==> config.mk <==
export PLATFORM = sky130hd
export DESIGN_NAME = motion_sequencer_flat
export DESIGN_NICKNAME = d
export VERILOG_FILES = /design/src/rtl/motion_sequencer_if.sv /design/src/rtl/motion_sequencer.sv /design/src/flat_wrapper.sv
export SDC_FILE = /design/constraint.sdc
export NUM_CORES = 1
export LEC_CHECK = 0
export CORE_ASPECT_RATIO = 0.9
export CORE_MARGIN = 2
export CORE_UTILIZATION = 47
export CTS_CLUSTER_DIAMETER = 120
export DETAILED_ROUTE_END_ITERATION = 12
export PLACE_DENSITY = 0.68
export SLEW_MARGIN = 40
export SYNTH_ARGS = -nofsm -noshare
export SYNTH_HDL_FRONTEND = slang
export SYNTH_SLANG_ARGS = --single-unit
export TNS_END_PERCENT = 10
==> constraint.sdc <==
create_clock -name clk_1mhz -period 2.6 [get_ports clk_1mhz]
set_input_delay 0.52 -clock clk_1mhz [delete_from_list [all_inputs] [get_ports clk_1mhz]]
set_output_delay 0.52 -clock clk_1mhz [all_outputs]
set_load 0.02 [all_outputs]
==> src/rtl/motion_sequencer_if.sv <==
// motion_sequencer_if: handshake bundle between the run sequencer and the
// accelerator/decelerator ramp blocks (start pulses out, done/PWM back).
interface motion_sequencer_if;
   logic accel_start;
   logic accel_done;
   logic accel_pwm;
   logic decel_start;
   logic decel_done;
   logic decel_pwm;

   modport master (
      output accel_start,
      output decel_start,
      input  accel_done,
      input  accel_pwm,
      input  decel_done,
      input  decel_pwm
   );

   modport slave (
      input  accel_start,
      input  decel_start,
      output accel_done,
      output accel_pwm,
      output decel_done,
      output decel_pwm
   );
endinterface

==> src/rtl/motion_sequencer.sv <==
// motion_sequencer: run-level controller for the drive PWM path.
// Sequences ACCEL -> timed constant-duty CRUISE -> DECEL on a go edge and
// muxes the active phase's PWM onto a single registered motor output.
// Optional ACCEL/DECEL watchdog compiled in with `define MOTION_WATCHDOG_EN.
module motion_sequencer #(
   parameter int unsigned PERIOD_US = 100,
   parameter int unsigned US_PER_MS = 1000,
   parameter int unsigned WDT_MS    = 2000
) (
   input  logic               clk_1mhz,
   input  logic               reset_n,
   input  logic               go,
   input  logic               abort,
   input  logic [15:0]        cruise_ms,
   input  logic [6:0]         cruise_duty,
   motion_sequencer_if.master drv,
   output logic               pwm_out,
   output logic               busy,
   output logic               run_done,
   output logic               fault,
   output logic [2:0]         state
);

   localparam int unsigned US_W  = (PERIOD_US > 1) ? $clog2(PERIOD_US) : 1;
   localparam int unsigned CYC_W = (US_PER_MS > 1) ? $clog2(US_PER_MS) : 1;

   typedef enum logic [2:0] {
      S_IDLE   = 3'd0,
      S_ACCEL  = 3'd1,
      S_CRUISE = 3'd2,
      S_DECEL  = 3'd3,
      S_DONE   = 3'd4,
      S_FAULT  = 3'd5
   } state_t;

   state_t             state_q, state_d;
   logic               go_prev_q, adone_prev_q, ddone_prev_q;
   logic               accel_start_q, decel_start_q;
   logic               pwm_q, busy_q, done_q;
   logic [US_W-1:0]    us_q;
   logic [CYC_W-1:0]   cyc_q;
   logic [15:0]        ms_q;
   logic [15:0]        ms_cap_q;
   logic [6:0]         duty_q;

   logic               go_edge, adone_edge, ddone_edge;
   logic               us_wrap, cyc_last, cruise_end, wdt_end;
   logic               count_en, entering, pwm_src;

   // Edge detection, phase timers' terminal conditions, next state and PWM source
   always_comb begin
      go_edge    = go & ~go_prev_q;
      adone_edge = drv.accel_done & ~adone_prev_q;
      ddone_edge = drv.decel_done & ~ddone_prev_q;
      us_wrap    = (us_q == US_W'(PERIOD_US - 1));
      cyc_last   = (cyc_q == CYC_W'(US_PER_MS - 1));
      // ms count including this cycle's increment, so CRUISE lasts exactly
      // cruise_ms*US_PER_MS cycles; a zero request leaves after one cycle
      cruise_end = (ms_cap_q == '0) ||
                   (cyc_last && ((32'(ms_q) + 32'd1) == 32'(ms_cap_q)));
`ifdef MOTION_WATCHDOG_EN
      wdt_end    = cyc_last && ((32'(ms_q) + 32'd1) == WDT_MS);
      count_en   = (state_q == S_CRUISE) || (state_q == S_ACCEL) ||
                   (state_q == S_DECEL);
`else
      wdt_end    = 1'b0;
      count_en   = (state_q == S_CRUISE);
`endif
      state_d    = state_q;
      pwm_src    = 1'b0;
      case (state_q)
         S_IDLE, S_DONE: begin
            if (go_edge && !abort) state_d = S_ACCEL;
         end
         S_ACCEL: begin
            pwm_src = drv.accel_pwm;
            if (abort)           state_d = S_DECEL;
            else if (adone_edge) state_d = S_CRUISE;
            else if (wdt_end)    state_d = S_FAULT;
         end
         S_CRUISE: begin
            pwm_src = (32'(us_q) < 32'(duty_q));
            if (abort || cruise_end) state_d = S_DECEL;
         end
         S_DECEL: begin
            pwm_src = drv.decel_pwm;
            if (ddone_edge)   state_d = S_DONE;
            else if (wdt_end) state_d = S_FAULT;
         end
         S_FAULT: begin
            state_d = S_FAULT;
         end
         default: begin
            state_d = S_IDLE;
         end
      endcase
      entering = (state_d != state_q);
   end

   // Sequencer state, registered outputs, edge history and phase counters
   always_ff @(posedge clk_1mhz) begin
      if (!reset_n) begin
         state_q       <= S_IDLE;
         go_prev_q     <= 1'b0;
         adone_prev_q  <= 1'b0;
         ddone_prev_q  <= 1'b0;
         accel_start_q <= 1'b0;
         decel_start_q <= 1'b0;
         pwm_q         <= 1'b0;
         busy_q        <= 1'b0;
         done_q        <= 1'b0;
         us_q          <= '0;
         cyc_q         <= '0;
         ms_q          <= '0;
         ms_cap_q      <= '0;
         duty_q        <= '0;
      end else begin
         go_prev_q     <= go;
         adone_prev_q  <= drv.accel_done;
         ddone_prev_q  <= drv.decel_done;
         state_q       <= state_d;
         accel_start_q <= entering && (state_d == S_ACCEL);
         decel_start_q <= entering && (state_d == S_DECEL);
         pwm_q         <= (state_d == S_FAULT) ? 1'b0 : pwm_src;
         busy_q        <= (state_d == S_ACCEL) || (state_d == S_CRUISE) ||
                          (state_d == S_DECEL);
         done_q        <= (state_d == S_DONE);
         if (entering) begin
            us_q  <= '0;
            cyc_q <= '0;
            ms_q  <= '0;
         end else if (count_en) begin
            us_q <= us_wrap ? '0 : us_q + US_W'(1);
            if (cyc_last) begin
               cyc_q <= '0;
               ms_q  <= ms_q + 16'd1;
            end else begin
               cyc_q <= cyc_q + CYC_W'(1);
            end
         end
         if (entering && (state_d == S_CRUISE)) begin
            ms_cap_q <= cruise_ms;
            duty_q   <= (cruise_duty > 7'd100) ? 7'd100 : cruise_duty;
         end
      end
   end

`ifdef MOTION_WATCHDOG_EN
   logic fault_q;

   // Fault flag follows the FAULT state, cleared only by reset
   always_ff @(posedge clk_1mhz) begin
      if (!reset_n) fault_q <= 1'b0;
      else          fault_q <= (state_d == S_FAULT);
   end

   assign fault = fault_q;
`else
   assign fault = 1'b0;
`endif

   assign drv.accel_start = accel_start_q;
   assign drv.decel_start = decel_start_q;
   assign pwm_out         = pwm_q;
   assign busy            = busy_q;
   assign run_done        = done_q;
   assign state           = state_q;

endmodule
==> src/flat_wrapper.sv <==
// flat-port wrapper written by rule: the top's interface ports become plain ports
module motion_sequencer_flat 
#(
   parameter int unsigned PERIOD_US = 100,
   parameter int unsigned US_PER_MS = 1000,
   parameter int unsigned WDT_MS    = 2000
)
  (clk_1mhz, reset_n, go, abort, cruise_ms, cruise_duty, pwm_out, busy, run_done, fault, state, drv_accel_start, drv_decel_start, drv_accel_done, drv_accel_pwm, drv_decel_done, drv_decel_pwm);
  motion_sequencer_if drv_i ();
  input  logic clk_1mhz;
  input  logic reset_n;
  input  logic go;
  input  logic abort;
  input  logic [15:0] cruise_ms;
  input  logic [6:0] cruise_duty;
  output logic pwm_out;
  output logic busy;
  output logic run_done;
  output logic fault;
  output logic [2:0] state;
  output wire logic [$bits(drv_i.accel_start)-1:0] drv_accel_start;
  output wire logic [$bits(drv_i.decel_start)-1:0] drv_decel_start;
  input wire logic [$bits(drv_i.accel_done)-1:0] drv_accel_done;
  input wire logic [$bits(drv_i.accel_pwm)-1:0] drv_accel_pwm;
  input wire logic [$bits(drv_i.decel_done)-1:0] drv_decel_done;
  input wire logic [$bits(drv_i.decel_pwm)-1:0] drv_decel_pwm;
  assign drv_accel_start = drv_i.accel_start;
  assign drv_decel_start = drv_i.decel_start;
  assign drv_i.accel_done = drv_accel_done;
  assign drv_i.accel_pwm = drv_accel_pwm;
  assign drv_i.decel_done = drv_decel_done;
  assign drv_i.decel_pwm = drv_decel_pwm;
  motion_sequencer #(.PERIOD_US(PERIOD_US), .US_PER_MS(US_PER_MS), .WDT_MS(WDT_MS)) u_core (.clk_1mhz(clk_1mhz), .reset_n(reset_n), .go(go), .abort(abort), .cruise_ms(cruise_ms), .cruise_duty(cruise_duty), .drv(drv_i), .pwm_out(pwm_out), .busy(busy), .run_done(run_done), .fault(fault), .state(state));
endmodule
After elaboration in Yosys (flattened, before gate mapping)

Cells that the tools add are included.

Bits in read-only memories: 0
Bits in latches: 0
Memories: 0
Output and inout bits: 9
Logic and storage cells: 67
Memory bits (writable): 0
Register bits: 67

Reduce and logical (&&, ||, !) cells: 16
Multiplexer cells: 10
Add/subtract/negate cells: 4
Multiply operators: 0
Bitwise gates (word level): 7
Divide/modulo/power cells: 0
Order comparisons: 2
Shift operators: 0
Equal/unequal tests: 14

Operators by type and width:

| cell                  | number |
|---|---|
| $eq 32x16->1          | 1 |
| $add 16x1->17 const B | 1 |
| $add 16x1->16 const B | 1 |
| $logic_not 16->1      | 1 |
| $mux 3                | 5 |
| $pmux 3 s5            | 1 |
| $mux 7                | 2 |
| $eq 3x2->1 const B    | 4 |
| $eq 3x3->1 const B    | 4 |
| $add 10x1->10 const B | 1 |
| $eq 10x10->1 const B  | 1 |
| $mux 10               | 1 |
| $add 7x1->7 const B   | 1 |
| $eq 7x7->1 const B    | 1 |
| $gt 7x7->1 const B    | 1 |
| $lt 7x7->1            | 1 |
| $eq 3x1->1 const B    | 2 |
| $reduce_or 2->1       | 3 |
| $logic_and 1x1->1     | 5 |
| $logic_or 1x1->1      | 4 |
| $not 1->1             | 4 |
| $and 1x1->1           | 3 |
| $logic_not 3->1       | 1 |
| $ne 3x3->1            | 1 |
| other kinds (3)       | 3 |

Logic depth before layout (Yosys ltp)

Gate-level depths: netlist of run 1.

Depth in word-level cells: 10
Mapped depth: 9
Depth with buffers taken out: 8

Least setup slack after synthesis of run 1

No wires, ideal clock.

Kind: flip-flop to flip-flop
Start point: reg u_core.ms_q[0]
End point: reg u_core.ms_q[3]
Data required time: 2.485 ns
Clock period less this slack: 2.176 ns
Library setup time: 0.115 ns
Setup slack: 0.424 ns
Data arrival time: 2.062 ns
Stages on the path, launching flop included: 10
Cells stage by stage: dfxtp_1 ha_1 nand3_1 nor2_1 o21ai_0 mux2_4 nor4b_4 a31o_4 buf_6 nor2_1

Cells in the longest elaborated chain, start to end: 9

RTL lines:

| item                             | RTL line                | RTL |
|---|---|---|
| from (decl)                      | motion_sequencer.sv:42  | `logic [15:0] ms_q;` |
| from (signal assigned)           | motion_sequencer.sv:136 | `ms_q <= ms_q + 16'd1;` |
| $add 16x1->17                    | motion_sequencer.sv:60  | `(cyc_last && ((32'(ms_q) + 32'd1) == 32'(ms_cap_q)));` |
| $eq 32x16->1                     | motion_sequencer.sv:60  |  |
| $logic_and 1x1->1                | motion_sequencer.sv:60  |  |
| $logic_or 1x1->1                 | motion_sequencer.sv:59  | `cruise_end = (ms_cap_q == '0) \|\|` |
| $logic_or 1x1->1                 | motion_sequencer.sv:83  | `if (abort \|\| cruise_end) state_d = S_DECEL;` |
| $mux 3                           | motion_sequencer.sv:83  |  |
| $pmux 3 s5                       | motion_sequencer.sv:71  | `case (state_q)` |
| $ne 3x3->1                       | motion_sequencer.sv:97  | `entering = (state_d != state_q);` |
| $reduce_or 2->1 (no source line) | n/a                     |  |

Parallel ways exist; a longest one is shown, timed or not.
A chain may end at the register's enable or synchronous reset.

Worst setup path after layout of run 1

Start point: reg u_core.ms_q[3]
End point: reg u_core.ms_q[0]

Cells in the longest elaborated chain, start to end: 9

RTL lines:

| item                             | RTL line |
|---|---|
| $add 16x1->17                    | motion_sequencer.sv:60 |
| $eq 32x16->1                     | motion_sequencer.sv:60 |
| $logic_and 1x1->1                | motion_sequencer.sv:60 |
| $logic_or 1x1->1                 | motion_sequencer.sv:59 |
| $logic_or 1x1->1                 | motion_sequencer.sv:83 |
| $mux 3                           | motion_sequencer.sv:83 |
| $pmux 3 s5                       | motion_sequencer.sv:71 |
| $ne 3x3->1                       | motion_sequencer.sv:97 |
| $reduce_or 2->1 (no source line) | n/a |

Every way passes these cells.

==> results of run 1 <==
-- final cells by class --
cell class / instances / share of cell area (%)
Inverter: 7 / 0.602
Multi-Input combinational cell: 335 / 48.3
Clock inverter: 4 / 0.574
Tap cell: 96 / 2.75
Clock buffer: 12 / 3.56
Sequential cell: 67 / 30.8
Timing Repair Buffer: 62 / 13.4
-- timing repair --
| action | in CTS | in global routing |
|---|---|---|
| setup endpoints to repair | 0 | 18 |
| resized for setup | 0 | 1 |
| buffers inserted | 0 | 0 |
-- kinds of logic after synthesis --
group,after synthesis
other,1
AO/OA/AOI/OAI,72
AND/OR/NAND/NOR,204
flip-flops,67
multiplexers,2
buffers and inverters,31
adder cells (fa/ha/maj),9
XOR/XNOR,47
-- critical path, delay by kind of cell, from the launching register on --
family	cells	cell delay, ns
and+or+nand+nor	4	0.86
buffers and inverters	1	0.15
muxes	1	0.33
xor gates and xnor gates	1	0.15
AOI/OAI and AO/OA	1	0.26
DFF	1	0.50
-- path summary, 6_finish.rpt --
kind                          from               end  slack, ns  depth (start not counted)
setup / recovery    u_core.ms_q[3]    u_core.ms_q[0]       0.22                          8
setup reg to reg    u_core.ms_q[3]    u_core.ms_q[0]       0.22                          8
hold reg to reg   u_core.duty_q[6]  u_core.duty_q[6]       0.48                          2
hold / removal    u_core.duty_q[6]  u_core.duty_q[6]       0.48                          2
-- power by group through the flow --
| stage | clock (mW) | combinational, mW | sequential (mW) |
|---|---|---|---|
| global placement | 0 | 0.473 | 1.13 |
| CTS | 0.805 | 0.480 | 1.11 |
| finish | 0.781 | 0.476 | 1.11 |
| global route | 0.856 | 0.528 | 1.12 |
| floorplan | 0 | 0.294 | 1.14 |
| detailed placement | 0 | 0.478 | 1.14 |
-- per-stage QoR --
step / cells / hold slack (ns) / instance area (µm²) / util (%) / worst slack, ns
global placement: 567 / 0.455 / 4180 / 55.7 / 0.0116
detailed placement: 567 / 0.466 / 4180 / 55.7 / -0.0275
finish: 583 / 0.477 / 4360 / 58.1 / 0.217
floorplan: 433 / 0.441 / 3600 / - / 0.424
CTS: 583 / 0.476 / 4360 / 58.1 / 0.151
global route: 583 / 0.503 / 4360 / 58.1 / 0.0585
-- registers in the layout (all words and copies together), names as in the netlist --
| register | flops |
|---|---|
| u_core.go_prev_q | 1 |
| u_core.us_q | 7 |
| u_core.pwm_out | 1 |
| u_core.adone_prev_q | 1 |
| u_core.duty_q | 7 |
| u_core.ms_cap_q | 16 |
| u_core.drv.decel_start | 1 |
| u_core.ddone_prev_q | 1 |
| u_core.run_done | 1 |
| u_core.drv.accel_start | 1 |
| u_core.ms_q | 16 |
| u_core.cyc_q | 10 |
| u_core.state | 3 |
| u_core.busy | 1 |
-- layer usage --
layer | up-vias | share of wire [%] | track usage (%)
met2 | 64 | 43 | 29.9
met5 | - | 0 | 0
met1 | 1418 | 52 | 30.2
met4 | 0 | 1.2 | 7.43
met3 | 10 | 3.7 | 4.33
li1 | 1593 | - | -
-- placed cells by master (no fill, tap or decap), types with 9 or more instances in the layout --
cell type / instances
sky130_fd_sc_hd__xor2_1: 22
sky130_fd_sc_hd__clkdlybuf4s50_1: 38
sky130_fd_sc_hd__buf_4: 22
sky130_fd_sc_hd__a21oi_1: 11
sky130_fd_sc_hd__nand3_1: 11
sky130_fd_sc_hd__dfxtp_1: 66
sky130_fd_sc_hd__ha_1: 9
sky130_fd_sc_hd__xnor2_1: 25
sky130_fd_sc_hd__nand4_1: 11
sky130_fd_sc_hd__o21ai_0: 10
sky130_fd_sc_hd__a21boi_0: 23
sky130_fd_sc_hd__nand2_1: 70
sky130_fd_sc_hd__nor2_1: 45
sky130_fd_sc_hd__clkbuf_8: 11
==> metrics.cfg, run 1 <==
[yosys]
synth_simple_gate_area_share_pct = 28.9
synth.area.top_cells = sky130_fd_sc_hd__dfxtp_1 37%, sky130_fd_sc_hd__nand2_1 7.3%, sky130_fd_sc_hd__xnor2_1 6.1%, sky130_fd_sc_hd__xor2_1 5.3%, sky130_fd_sc_hd__a21boi_0 4.8%
synth_flop_cell = sky130_fd_sc_hd__dfxtp_1
xor_xnor_share_of_the_synthesized_area_pct = 11.4
synth_top_cell_by_area = sky130_fd_sc_hd__dfxtp_1
synth_fp_nets = 473
postSynthAreaPerCell_um2 = 8.32
part_of_the_yosys_area_used_for_sequential_elements_pct = 37.2
ys_types = 57
synthMostInstantiatedCell = sky130_fd_sc_hd__nand2_1
synthArstFlopShare_pct = 0
synthCells = 433
yosys.area_share.adder_pct = 3.12
combined_area_of_all_synthesized_cells_um2 = 3600
yosys_register_bits = 67
ys_top_cells_by_count = 70 x sky130_fd_sc_hd__nand2_1, 67 x sky130_fd_sc_hd__dfxtp_1, 45 x sky130_fd_sc_hd__nor2_1, 25 x sky130_fd_sc_hd__xnor2_1, 23 x sky130_fd_sc_hd__a21boi_0
synthDominantCellAreaShare_pct = 37.2
synth_mux_area_share_pct = 0.694
synth_compound_area_share_pct = 14.2
yosys_warnings = 0
dominant_combinational_cell_family_by_area_after_synthesis = simple AND/OR/NAND/NOR gates
edff_count_synth = 0

[clock_tree]
cts_tree = built
htree_levels = 3
cts_inserted_buffers = 9
cts.path.max_buffers = 2
cts_root_buffer = sky130_fd_sc_hd__clkbuf_8
cts_hold_buffers_added = 0
clk_latency_ns = 0.34
clkSinkCount = 67
path_clk_slew_ns = 0.07

[worst_hold_path]
min-delay-path-class = register to register

[grt]
grt_antenna_before_repair = 0
grt_pass1_vias = 2841
global_route.overflow_total = 0
gr_util_all_layers_pct = 20.7
grt_pass1_wl_um = 13500
pin_count_of_the_biggest_net_entering_global_routing = 25

[power]
comb_power_share_pct = 20.1
net-switching-power_mw = 0.666
leakage_nw = 1.54
power_switching_share_pct = 28.1
ir_drop_v = 0.000292
power_density_nw_per_um2 = 543
seq_power_share_pct = 47.0
totalPowerFinal_mw = 2.37
p_int_mw = 1.70
clock_power_share_pct = 32.9

[die]
coreArea_um2 = 7510
floorplan.rows = 30
io-pin-count = 40
die_h_um = 87.1
initial_utilization_pct = 48.0
design.die.area_um2 = 8390
die_width_um = 96.3

[place]
buffer_ports.inserted = 38
gp_routability_congestion = 0.861
dp_hpwl_um = 6090

[sta]
timing.final.crit_period_ns = 2.38
hold_viol_final = 0
tightestPinTransition_ns = 0.617
setup-tns-final_ns = 0
final_max_slew_viol_count = 0
fin_skew_ns = 0.00850
max_clk_rate_mhz = 420
slew_headroom_pct = 58.5
rsz_0062_raised_after_global_routing = no
timing.final.setup_violations = 0
timing.final.crit_share_pct = 91.6

[routing]
drcViolationCount = 0
dr_total_vias = 3085
dr.first_iter.drc_count = 173
routed_wl_um = 7900
drtPass1Iterations = 4
routed_wire_length_per_instance_um = 13.5
antenna_violating_nets_post_route = 0
via_per_inst = 5.29

[cells_and_area]
area_growth_pct = 21.0
inserted_diodes = 0
finish.net_count = 522
multi_input_area_um2 = 2110
final_layout_size_suffix_gt1_share_pct = 11.5
flip_flop_and_latch_area_um2 = 1340
num-fill-cells = 691

[setup_path]
end_kind = register
cp_cell_sequence = nand4_1 -> nor2_2 -> xnor2_1 -> mux2_4 -> nor4b_4 -> a31o_4 -> buf_12 -> nor2_1
timing.critical_path.slowest_cell_delay_ns = 0.50
critical_path.startpoint_type = register
critical-path-slowest-cell = sky130_fd_sc_hd__dfxtp_1
cp_max_fo = 18
critical_path_rt_ns = 2.83
path_class = register to register
worst_path_arrival_time_ns = 2.61

[status]
run_status = finished clean

[flow_run]
max_cap_viol_count = 0

No activity file was read; power rests on OpenSTA's default activity.
==> inputs of run 2 (changes only) <==
- SLEW_MARGIN: 40 -> default
==> results of run 2 <==
The final DEF is identical to that of run 1; final timing and power are the same.
==> inputs of run 3 (changes only) <==
- CTS_CLUSTER_SIZE: default -> 40
==> results of run 3 <==
The final DEF is identical to that of run 1; final timing and power are the same.
